===== src/rtl/keccak_word_packer.sv =====
// Keccak rate-block packer: collects 32-bit CPU words into one rate block,
// applies pad10*1 after the last word and hands blocks to the core via valid/ack.
module keccak_word_packer #(
  parameter int unsigned RATE_WORDS = 34
) (
  input  logic                       clk,
  input  logic                       rst,
  input  logic                       keccak_en,
  input  logic [31:0]                keccak_data32,
  input  logic                       is_last,
  output logic                       keccak_ready,
  output logic                       err_drop,
  output logic [RATE_WORDS*32-1:0]   blk_out,
  output logic                       blk_valid,
  output logic                       blk_first,
  output logic                       blk_last,
  input  logic                       blk_ack
);

  localparam int unsigned IDX_W = $clog2(RATE_WORDS);
  localparam logic [IDX_W-1:0] LAST_IDX = IDX_W'(RATE_WORDS - 1);
  localparam logic [IDX_W-1:0] PENU_IDX = IDX_W'(RATE_WORDS - 2);
  localparam logic [31:0] PAD_FIRST = 32'h0000_0001;
  localparam logic [31:0] PAD_FINAL = 32'h8000_0000;
  localparam logic [31:0] PAD_BOTH  = 32'h8000_0001;

  typedef enum logic [1:0] {
    FILL   = 2'd0,
    HOLD   = 2'd1,
    PADBLK = 2'd2
  } state_t;

  state_t           state;
  logic [IDX_W-1:0] idx;
  logic [IDX_W-1:0] idx_inc;
  logic [31:0]      words [RATE_WORDS];
  logic             first_pend;
  logic             pad_pend;

  assign idx_inc      = idx + IDX_W'(1);
  assign keccak_ready = (state == FILL);

  // Flatten the word buffer onto the block output (word k at bits 32k+31:32k).
  always_comb begin
    blk_out = '0;
    for (int k = 0; k < int'(RATE_WORDS); k++) begin
      blk_out[32*k +: 32] = words[k];
    end
  end

  // Packer FSM: word capture, padding, block handshake and drop detection.
  always_ff @(posedge clk) begin
    if (rst) begin
      state      <= FILL;
      idx        <= '0;
      blk_valid  <= 1'b0;
      blk_first  <= 1'b0;
      blk_last   <= 1'b0;
      first_pend <= 1'b1;
      pad_pend   <= 1'b0;
      err_drop   <= 1'b0;
      for (int k = 0; k < int'(RATE_WORDS); k++) words[k] <= '0;
    end else begin
      if (keccak_en && (state != FILL)) err_drop <= 1'b1;

      case (state)
        FILL: begin
          if (keccak_en) begin
            words[idx] <= keccak_data32;
            if (is_last) begin
              // Trailing pad lands in this block unless the message filled it exactly.
              state     <= HOLD;
              blk_valid <= 1'b1;
              blk_first <= first_pend;
              if (idx == LAST_IDX) begin
                blk_last <= 1'b0;
                pad_pend <= 1'b1;
              end else if (idx == PENU_IDX) begin
                blk_last        <= 1'b1;
                words[LAST_IDX] <= PAD_BOTH;
              end else begin
                blk_last        <= 1'b1;
                words[idx_inc]  <= PAD_FIRST;
                words[LAST_IDX] <= PAD_FINAL;
              end
            end else if (idx == LAST_IDX) begin
              state     <= HOLD;
              blk_valid <= 1'b1;
              blk_first <= first_pend;
              blk_last  <= 1'b0;
            end else begin
              idx <= idx_inc;
            end
          end
        end

        HOLD: begin
          if (blk_ack) begin
            blk_valid  <= 1'b0;
            idx        <= '0;
            first_pend <= blk_last;
            state      <= pad_pend ? PADBLK : FILL;
            for (int k = 0; k < int'(RATE_WORDS); k++) words[k] <= '0;
          end
        end

        PADBLK: begin
          // Pad-only block after a message that ended on a block boundary.
          words[0]        <= PAD_FIRST;
          words[LAST_IDX] <= PAD_FINAL;
          pad_pend        <= 1'b0;
          blk_first       <= 1'b0;
          blk_last        <= 1'b1;
          blk_valid       <= 1'b1;
          state           <= HOLD;
        end

        default: state <= FILL;
      endcase
    end
  end

endmodule

===== config.mk =====
export PLATFORM = sky130hd
export DESIGN_NAME = keccak_word_packer
export DESIGN_NICKNAME = d
export VERILOG_FILES = /design/src/rtl/keccak_word_packer.sv
export SDC_FILE = /design/constraint.sdc
export NUM_CORES = 2
export LEC_CHECK = 0
export CAP_MARGIN = 20
export CELL_PAD_IN_SITES_DETAIL_PLACEMENT = 1
export CELL_PAD_IN_SITES_GLOBAL_PLACEMENT = 2
export CORE_AREA = 5 5 434 436
export DETAILED_ROUTE_END_ITERATION = 16
export DIE_AREA = 0 0 439 441
export PLACE_DENSITY_LB_ADDON = 0.1
export SYNTH_ARGS = -nofsm -noshare
export SYNTH_HDL_FRONTEND = slang
export SYNTH_SLANG_ARGS = --single-unit

===== constraint.sdc =====
create_clock -name clk -period 2.7 [get_ports clk]
set_input_delay 0.81 -clock clk [delete_from_list [all_inputs] [get_ports clk]]
set_output_delay 0.81 -clock clk [all_outputs]
set_load 0.1 [all_outputs]

* After elaboration in Yosys (flattened, before gate mapping)
Memory sizes are Yosys's and may differ from the RTL's.
Index checks and enable logic that the tools add are counted.
** Word-level totals
- Register bits after elaboration :: 14
- RAM bits :: 1088
- Input bits :: 37
- Output and inout bits :: 1093
- Logic and storage cells :: 172
- Memories kept :: 1
** Operators by class
- Add/subtract/negate cells :: 1
- Equality and inequality tests :: 11
- Multiplexer cells :: 99
- Bitwise gates (word level) :: 38
- Reduce and logical (&&, ||, !) cells :: 14
** Memories
- words :: words 34, bits a word 32, read ports 34, clocked after memory_dff 0, write ports 34, line 36 : logic [31:0] words [RATE_WORDS];
** Operator list (number)
- $mux 32 :: 40
- $reduce_or 32->1 :: 2
- $mux 1 :: 42
- $or 1x1->1 :: 38
- $mux 6 :: 6
- $eq 6x6->1 const B :: 2
- $pmux 6 s2 :: 1
- $mux 2 :: 5
- $ne 2x2->1 const B :: 5
- $reduce_and 4->1 :: 2
- $add 6x1->6 const B :: 1
- $pmux 1 s2 :: 3
- $pmux 2 s3 :: 1
- $reduce_and 3->1 :: 2
- $reduce_bool 2->1 :: 3
- $reduce_and 5->1 :: 1
- $ne 3x2->1 const B :: 1
- $pmux 1 s3 :: 1
- $reduce_bool 3->1 :: 1
- $eq 2x1->1 const B :: 1
- $eq 2x2->1 const B :: 1
- $logic_not 2->1 :: 1
- $ne 2x1->1 const B :: 1
- $reduce_and 2->1 :: 1
- $logic_and 1x1->1 :: 1

* Depth between registers and ports, before layout
- Depth after elaboration :: 12
- Gate-level depth with buffers :: 10
- Depth with buffers taken out :: 6

* Least setup slack after synthesis
Ideal clock, no wire load.
- Path type :: input -> register
- Start point :: in rst
- End point :: mem words[0][1]
- Data arrival time :: 2.635 ns
- Setup slack :: -0.053 ns
- Cell stages on the path :: 7
- Path through :: buf_4 -> or4b_4 -> or3_1 -> buf_6 -> a2111oi_4 -> buf_6 -> a21oi_2
** RTL lines
- start: declaration :: line 7 : input logic rst,
- end: declaration :: line 36

==> impl_metrics.py <==
metrics = {
    "drt": {
        "drc_errors": 0,
        "drtIter0Drc": 3514,
        "via_count": 45128,
        "ant_nets": 0,
        "vias_per_cell": 5.108,
        "firstDrtPassIters": 6,
        "routedWlPerCell_microns": 31.39,
        "wl_microns": 277400,
    },
    "die": {
        "pin_count": 1130,
        "fp.dieW_microns": 439,
        "rows": 158,
        "die_h_microns": 441,
        "dieArea_sq_um": 193600,
        "start_util_pct": 23.35,
        "core_sq_um": 184200,
    },
    "timing": {
        "fin_crit_sh_pct": 95.30,
        "min_period_ns": 2.573,
        "hold_slack_ns": 0.3889,
        "drv_slew": 0,
        "setup_violations": 0,
        "relSlewSlack_pct": 53.37,
        "grt_setup_unrepaired": "no",
        "clock_skew_ns": 0.03562,
        "fmax_mhz": 388.6,
        "tightest_slew_ns": 0.6848,
        "final_hold_viol_count": 0,
    },
    "worst_setup_path": {
        "r2r-start": "idx[1]",
        "crit_family": "flip-flops",
        "r2r-end": "words[31][18]",
        "cp_max_fo": 2,
        "critPathBufInv": 1,
        "rrSetupSlack_ns": 0.17,
        "max_stage_delay_ns": 0.59,
        "cp_data_required_time_ns": 1.89,
        "crit_path_end_kind": "primary output",
        "reg2reg_depth": 7,
        "cpMaxStageDelayCell": "dfxtp_1",
        "start_kind": "register",
        "crit_chain": "buf_4",
        "path_class": "register to primary output",
        "arrival_ns": 1.76,
    },
    "clocking": {
        "clkTransAtPathRegs_ns": 0.06,
        "hold_buffers": 0,
        "clk_path_buf_depth": 3,
        "clkSinkCount": 1102,
        "cts_tree": "yes",
        "root_buffer": "clkbuf_16",
        "cts_setup_buffers": 0,
        "htreeDepth": 4,
        "worstSkewPairLatency_ns": 0.81,
        "cts_buffers": 143,
    },
    "layout": {
        "drive_gt1_share_pct": 29.70,
        "design_area_sq_um": 62790,
        "fin_nets": 6283,
        "syn_to_final_growth_pct": 45.96,
        "fill_cells": 21291,
    },
    "place": {
        "numPortBuffers": 1129,
        "dpl_cell_area_sq_um": 58110,
        "gp_congestion": 0.8006,
        "hpwl_microns": 187700,
    },
    "synthesis": {
        "yosys.area.top_type": "dfxtp_1",
        "synth-async-reset-ratio_pct": 0,
        "ys_seq_elements": 1102,
        "syn_nets": 5234,
        "synth.avg_cell_area_sq_um": 8.282,
        "synth_top_flop_cell": "dfxtp_1",
        "synth_top_area_share_pct": 51.28,
        "synth_edf_count": 0,
        "syn-instance-count": 5194,
        "yosysWarnings": 0,
        "yosysSeqAreaShare_pct": 51.28,
        "synth.cell_area_sq_um": 43020,
        "yosys-top-cells-area": "dfxtp_1 (51%), nand3_1 (12%), a22oi_1 (9.8%), nand2_1 (9.1%), a21oi_1 (5.4%)",
        "synth.distinct_cells": 62,
    },
    "power_and_ir_drop": {
        "p_comb_share_pct": 7.6,
        "power_frac_seq_pct": 42.3,
        "peakVddDrop_uv": 457.2,
        "switching_share_pct": 26.73,
        "p_clk_share_pct": 50.1,
        "power_density_nw_per_um2": 616.1,
        "p_leak_nw": 27.35,
        "p_sw_mw": 10.34,
        "intPower_mw": 28.34,
    },
    "global_route": {
        "grt_usage_pct": 27.31,
        "grt_pass1_wl_microns": 377800,
        "grt_remaining_overflow": 0,
        "grt_max_degree": 65,
        "antenna_found_initial": 14,
        "grt_pass1_vias": 45053,
    },
    "hold_path": {
        "holdCritPathClass": "input pin to register",
        "hold_depth": 3,
        "min-delay-start": "keccak_data32[22]",
        "hold_path_end": "words[3][22]",
    },
    "flow_run": {
        "drv_cap": 0,
    },
    "status": {
        "status": "finished, final reports clean",
    },
}
Yosys cell counts, drive strengths merged, types with 2 or more instances:
| library cell | n |
|---|---|
| dfxtp | 1102 |
| nand3 | 1071 |
| nand2 | 1043 |
| a22oi | 561 |
| clkbuf | 523 |
| a21oi | 474 |
| buf | 160 |
| and3 | 42 |
| a22o | 31 |
| nor2 | 27 |
| a2111oi | 16 |
| a311o | 14 |
| nor3 | 12 |
| nor2b | 10 |
| a211o | 9 |
| nand4 | 9 |
| o211ai | 9 |
| inv | 8 |
| a221o | 7 |
| and4 | 7 |
| nor3b | 7 |
| o21ai | 7 |
| nor4b | 5 |
| nor4 | 4 |
| and3b | 3 |
| ha | 3 |
| nand2b | 3 |
| or4b | 3 |
| a211oi | 2 |
| a31oi | 2 |
| and4bb | 2 |
| mux2i | 2 |
| or3 | 2 |
| or4 | 2 |
metal layers:
metal	wire length, microns	track usage (%)	vias up
li1	-	-	20323
met1	113300	33.29	23105
met2	134200	46.11	1349
met3	17180	6.418	351
met4	12630	11.54	0
met5	0	0	-
cells in the final DEF, fill, tap and decap left out, types with 33 or more instances in the layout:
master and n:
buf_12 214, a21oi_1 464, and3_1 38, nand3_1 1054, clkbuf_1 33, a22oi_1 561
clkbuf_16 148, dfxtp_1 1100, nand2_1 1042, buf_4 1363, clkbuf_8 34
state kept, by name, indices dropped and copies added (netlist names):
name        count
blk_first       1
blk_valid       1
first_pend      1
idx             6
blk_last        1
err_drop        1
pad_pend        1
words        1088
state           2
worst max-delay path by stage:
stage,slack [ns],cells past startpoint,to,start
6_report,0.13,1,blk_out[594],words[18][18]
5_1_grt,0.04,7,words[31][21],idx[1]
4_1_cts,0.02,1,blk_out[594],words[18][18]
3_5_place_dp,-0.63,8,words[9][21],rst
3_3_place_gp,-0.63,8,words[9][20],rst
2_1_floorplan,0.03,8,words[17][10],rst
power by group through the flow:
stage / Combinational [mW] / Clock [mW] / Sequential (mW)
2_1_floorplan: 0.800 / 0 / 17.2
3_3_place_gp: 2.97 / 0 / 16.7
3_5_place_dp: 2.96 / 0 / 16.7
4_1_cts: 2.97 / 19.9 / 16.4
5_1_grt: 3.01 / 20.4 / 16.4
6_report: 2.93 / 19.4 / 16.4
area by class of cell:
| type | instances | area (sq um) | share of cell area, % |
|---|---|---|---|
| Clock buffer | 215 | 4295 | 6.841 |
| Inverter | 9 | 33.78 | 0.05380 |
| Sequential cell | 1102 | 22060 | 35.14 |
| Timing Repair Buffer | 1587 | 14590 | 23.24 |
| Clock inverter | 38 | 364.1 | 0.5799 |
| Tap cell | 2480 | 3103 | 4.942 |
| Antenna cell | 4 | 10.01 | 0.01594 |
| Multi-Input combinational cell | 3400 | 18330 | 29.19 |
through the flow:
stage	setup WS, ns	power, mW	std cells	util (%)	setup TNS, ns
4_1_cts	0.01893	39.20	8831	34.07	0
6_report	0.1269	38.68	8835	34.08	0
5_1_grt	0.03995	39.83	8832	34.08	0
3_5_place_dp	-0.6343	19.70	8578	31.54	-473.86
3_3_place_gp	-0.6295	19.70	8578	31.54	-473.65
2_1_floorplan	0.02798	18.01	5194	-	0
repair_timing:
| item | in CTS | in global routing |
|---|---|---|
| resized for setup | 4 | 1 |
| endpoints found under the setup margin | 75 | 46 |
| endpoints found under the hold margin | 0 | 0 |
kinds of logic after synthesis:
logic type / Yosys count / share of synthesized area (%)
AND/OR/NAND/NOR: 2255 / 23.79
AO/OA/AOI/OAI: 1138 / 18.10
flip-flops: 1102 / 51.28
buffers and inverters: 692 / 6.620
adder cells (fa/ha/maj): 3 / 0.08727
XOR/XNOR: 2 / 0.04073
multiplexers: 2 / 0.07562
No activity file was read; power rests on OpenSTA's default activity.
